===== src/rtl/writeback_regfile.sv =====
// rtl/writeback_regfile.sv - RV32I writeback stage: result mux, 32x32 register file with bypass, perf counters
//
// Purpose:
//   Consumes the MEM/WB pipeline fields, selects the writeback result and
//   commits it to the integer register file. The two decode read ports see a
//   same-cycle write through a bypass. 64-bit cycle and instret counters.
//
// Ports:
//   clk, rst      clock, asynchronous active-high reset
//   RegWriteW     W-stage register write enable
//   ResultSrcW    00 ALUResultW, 01 ReadDataW, 10 PCPlus4W, 11 ImmExtW
//   ALUResultW, ReadDataW, PCPlus4W, ImmExtW   W-stage result candidates
//   RdW           destination register index
//   ValidW        W stage holds a real instruction
//   A1D, A2D      decode read addresses
//   RD1D, RD2D    decode read data (combinational, bypassed)
//   ResultW       selected writeback value
//   CycleCnt      cycles since reset
//   InstretCnt    retired instructions since reset

module writeback_regfile #(
    parameter int XLEN  = 32,
    parameter int NREGS = 32,
    parameter int CNTW  = 64
) (
    input  logic            clk,
    input  logic            rst,
    input  logic            RegWriteW,
    input  logic [1:0]      ResultSrcW,
    input  logic [XLEN-1:0] ALUResultW,
    input  logic [XLEN-1:0] ReadDataW,
    input  logic [XLEN-1:0] PCPlus4W,
    input  logic [XLEN-1:0] ImmExtW,
    input  logic [4:0]      RdW,
    input  logic            ValidW,
    input  logic [4:0]      A1D,
    input  logic [4:0]      A2D,
    output logic [XLEN-1:0] RD1D,
    output logic [XLEN-1:0] RD2D,
    output logic [XLEN-1:0] ResultW,
    output logic [CNTW-1:0] CycleCnt,
    output logic [CNTW-1:0] InstretCnt
);

    logic [XLEN-1:0] regs [NREGS];
    logic [CNTW-1:0] cycle_q;
    logic [CNTW-1:0] instret_q;
    logic            wr_en;

    // A bubble (ValidW=0) or a write to x0 never commits and never bypasses.
    assign wr_en = RegWriteW & ValidW & (RdW != 5'd0);

    always_comb begin
        ResultW = ALUResultW;
        case (ResultSrcW)
            2'b00:   ResultW = ALUResultW;
            2'b01:   ResultW = ReadDataW;
            2'b10:   ResultW = PCPlus4W;
            default: ResultW = ImmExtW;
        endcase
    end

    // x0 is never written, so its storage stays at its reset value of 0.
    always_ff @(posedge clk or posedge rst) begin
        if (rst) begin
            for (int i = 0; i < NREGS; i++) begin
                regs[i] <= '0;
            end
        end else if (wr_en) begin
            regs[RdW] <= ResultW;
        end
    end

    always_ff @(posedge clk or posedge rst) begin
        if (rst) begin
            cycle_q   <= '0;
            instret_q <= '0;
        end else begin
            cycle_q <= cycle_q + 1'b1;
            if (ValidW) begin
                instret_q <= instret_q + 1'b1;
            end
        end
    end

    assign CycleCnt   = cycle_q;
    assign InstretCnt = instret_q;

    // Bypass replaces the classic negedge write: a reader of the register
    // being committed this cycle sees the new value. Reads are held at 0
    // during reset so the bypass cannot leak ResultW while rst is high.
    always_comb begin
        RD1D = '0;
        if (!rst && A1D != 5'd0) begin
            RD1D = (wr_en && RdW == A1D) ? ResultW : regs[A1D];
        end
    end

    always_comb begin
        RD2D = '0;
        if (!rst && A2D != 5'd0) begin
            RD2D = (wr_en && RdW == A2D) ? ResultW : regs[A2D];
        end
    end

endmodule


===== config.mk =====
export PLATFORM = sky130hd
export DESIGN_NAME = writeback_regfile
export DESIGN_NICKNAME = d
export VERILOG_FILES = /design/src/rtl/writeback_regfile.sv
export SDC_FILE = /design/constraint.sdc
export NUM_CORES = 2
export LEC_CHECK = 0
export CELL_PAD_IN_SITES_DETAIL_PLACEMENT = 1
export CELL_PAD_IN_SITES_GLOBAL_PLACEMENT = 2
export CORE_ASPECT_RATIO = 0.7
export CORE_MARGIN = 10
export CORE_UTILIZATION = 43
export DETAILED_ROUTE_END_ITERATION = 6
export GPL_TIMING_DRIVEN = 0
export PLACE_DENSITY = 0.93
export SLEW_MARGIN = 20
export SYNTH_ARGS = -nofsm -noshare
export SYNTH_HDL_FRONTEND = slang
export SYNTH_SLANG_ARGS = --single-unit

===== constraint.sdc =====
create_clock -name clk -period 91.7 [get_ports clk]
set_input_delay 22.925 -clock clk [delete_from_list [all_inputs] [get_ports clk]]
set_output_delay 22.925 -clock clk [all_outputs]
set_load 0.02 [all_outputs]

==> impl_metrics.ini <==
[outcome]
status = complete, no violations

[synth]
yosys_warnings = 0
synth_area_mm2 = 0.0597
yosysMostFrequentCell = dfrtp_1
yosysTopAreaCell = dfrtp_1
ys_types = 64
synth_fp_nets = 5602
yosysTopAreaCellShare = 0.483
seq_area_frac_synth = 0.483
synth_flop_cell = dfrtp_1
ys_top_cells_by_count = 1152 x dfrtp_1, 1135 x nand2_1, 1008 x o21ai_0
avgSynthCellArea_um2 = 10.9
synthTopCellsByArea = dfrtp_1 48%, mux4_2 16%, o21ai_0 8.5%, nand2_1 7.1%, mux2i_1 3.2%
ys_seq_elements = 1152
syn_inst = 5451
async_reset_ff_frac = 1.00
synth_edf_count = 0

[sta]
hold_violations = 0
slew_viol_final = 0
period_share = 0.561
period_needed_ps = 51410
clock.fmax_mhz = 19.4
slew_headroom = 0.0748
fin_setup_tns_ps = 0
worstMarginPinSlew_ps = 1390
finClkSkew_ps = 37.3
rsz0062_at_grt = no
setup_violations = 0

[global_route]
grt_pass1_vias = 53800
grt_pass1_wl_mm = 454
antenna_found_initial = 36
grt_max_degree = 105
grt_use_total = 0.422
grt_overflow = 0

[setup_path]
r2r-end = InstretCnt[46]
r2r_setup_slack_ps = 89200
critPathLaunchType = input port
cp_max_fo = 10
startpoint = A2D[2]
cp_top_family = buffers and inverters
cp-end-kind = output pin
cp.arrival_ps = 28490
worstSetupPathType = input port to output pin
regToRegStartpoint = InstretCnt[0]
crit_required_ps = 68770
path_buf_inv = 6
crit_chain = clkdlybuf4s50_1 > buf_4 > buf_4 > buf_2 > buf_2 > mux2i_1 > nor2_1 > a311oi_1 > o32ai_1 > clkdlybuf4s50_1
crit_slowest_cell = a311oi_1
r2r_cells = 7
cp_slowest_stage_delay_ps = 900

[cts]
clockBufferDepth = 3
holdBufCountCts = 0
clk_latency_ps = 840
root_buffer = clkbuf_16
cts_setup_buffers = 0
clock-sinks = 1152
ctsResizeCount = 0
tritoncts = yes
htree_levels = 3
path_clk_slew_ps = 60
cts_buffers = 117

[power_and_ir_drop]
vdd_ir_drop_max_mv = 0.0169
p_leak_nw = 30.5
cellPowerDensity_mw_per_mm2 = 21.7

[cells_and_area]
fin_area_mm2 = 0.0707
layout.nets = 6115
syn_to_final_growth_pct = 18.5
drive_above_1_share = 0.158

[floorplan]
dieWidth_um = 465
die_y_um = 332
rows = 114
initial_core_util = 0.433
ios = 373
die-area_mm2 = 0.154
fp.coreArea_mm2 = 0.138

[hold_path]
hold_depth = 1
holdPathEnd = CycleCnt[63]
hold_path.startpoint = CycleCnt[63]
min_path_type = flop to flop

[place]
port_buffers = 360
gp_congestion = 1.14
dpl.hpwl_mm = 253
dpl_cell_area_mm2 = 0.0662

[route]
via_per_inst = 6.87
ant_nets = 0
drcViolationCount = 0
wl_per_cell_um = 42.1
drt_wl_total_mm = 335
firstDrtPassIters = 6
vias = 54500
drt-initial-drc-count = 8234

[job]
maxCapViolCount = 0
-- cell families after synthesis --
family	synth area share
AO/OA/AOI/OAI	0.128
XOR/XNOR	0.0198
adder cells (fa/ha/maj)	0.000419
buffers and inverters	0.0494
flip-flops	0.483
multiplexers	0.213
AND/OR/NAND/NOR	0.106
-- registers in the layout (all words and copies together) (netlist names) --
signal	cells
CycleCnt	64
regs	1024
InstretCnt	64
-- layout by cell type, fill, tap and decap left out, types with 21 or more instances in the layout --
cell	count
a21oi_1	21
a221oi_1	60
buf_2	97
buf_4	43
buf_6	30
clkbuf_1	369
clkbuf_16	118
clkbuf_8	38
clkdlybuf4s50_1	360
dfrtp_1	1152
inv_1	59
mux2_2	64
mux2i_1	189
mux4_1	25
mux4_2	419
nand2_1	1135
nand3_1	76
nand4_1	25
nor2_1	67
nor2b_1	26
nor3_1	47
o21ai_0	978
o21ai_1	44
o22ai_1	151
or4_1	29
xnor2_1	66
xor2_1	69
-- final cells by class --
| cell class | instances | area [um^2] |
|---|---|---|
| Antenna cell | 20 | 50.0 |
| Clock inverter | 46 | 841 |
| Clock buffer | 174 | 3540 |
| Inverter | 60 | 233 |
| Timing Repair Buffer | 394 | 4150 |
| Sequential cell | 1152 | 28800 |
| Fill cell | 14800 | 67200 |
| Buffer | 544 | 2740 |
| Tap cell | 1856 | 2320 |
| Multi-Input combinational cell | 3695 | 28000 |
-- worst max-delay path by stage --
stage,endpoint,slack (ps),depth (start not counted)
finish,RD2D[27],40290,10
global placement,RD1D[1],1180,8
floorplan,RD1D[22],16310,6
detailed placement,RD2D[18],40710,10
CTS,RD2D[18],40690,10
global route,RD2D[27],40700,10
-- power breakdown --
part / internal, mW / total, mW / leakage (nW) / switching (mW)
registers: 0.576 / 0.644 / 15.4 / 0.0672
logic: 0.120 / 0.333 / 13.0 / 0.212
clock network: 0.321 / 0.555 / 2.13 / 0.233
total: 1.02 / 1.53 / 30.5 / 0.513
-- through the flow --
step                      hold slack (ps)  power (mW)  utilization  std cells  setup slack [ps]
after global routing                  486        1.56        0.512       7922             40700
after CTS                             480        1.50        0.512       7920             40690
final                                 470        1.53        0.513       7941             40290
after detailed placement              467       0.955        0.480       7700             40710
after floorplan                       441       0.794            -       5451             16310
after global placement                452       0.936        0.476       7667              1180
-- per-layer routing --
metal	track usage	share of wire	vias to the layer above
met5	0.0145	0.0012	-
met4	0.215	0.063	18
met3	0.264	0.17	789
met2	0.532	0.38	4138
met1	0.551	0.38	28800
li1	-	-	20800
Note: power is estimated with default switching activity, not from simulation.
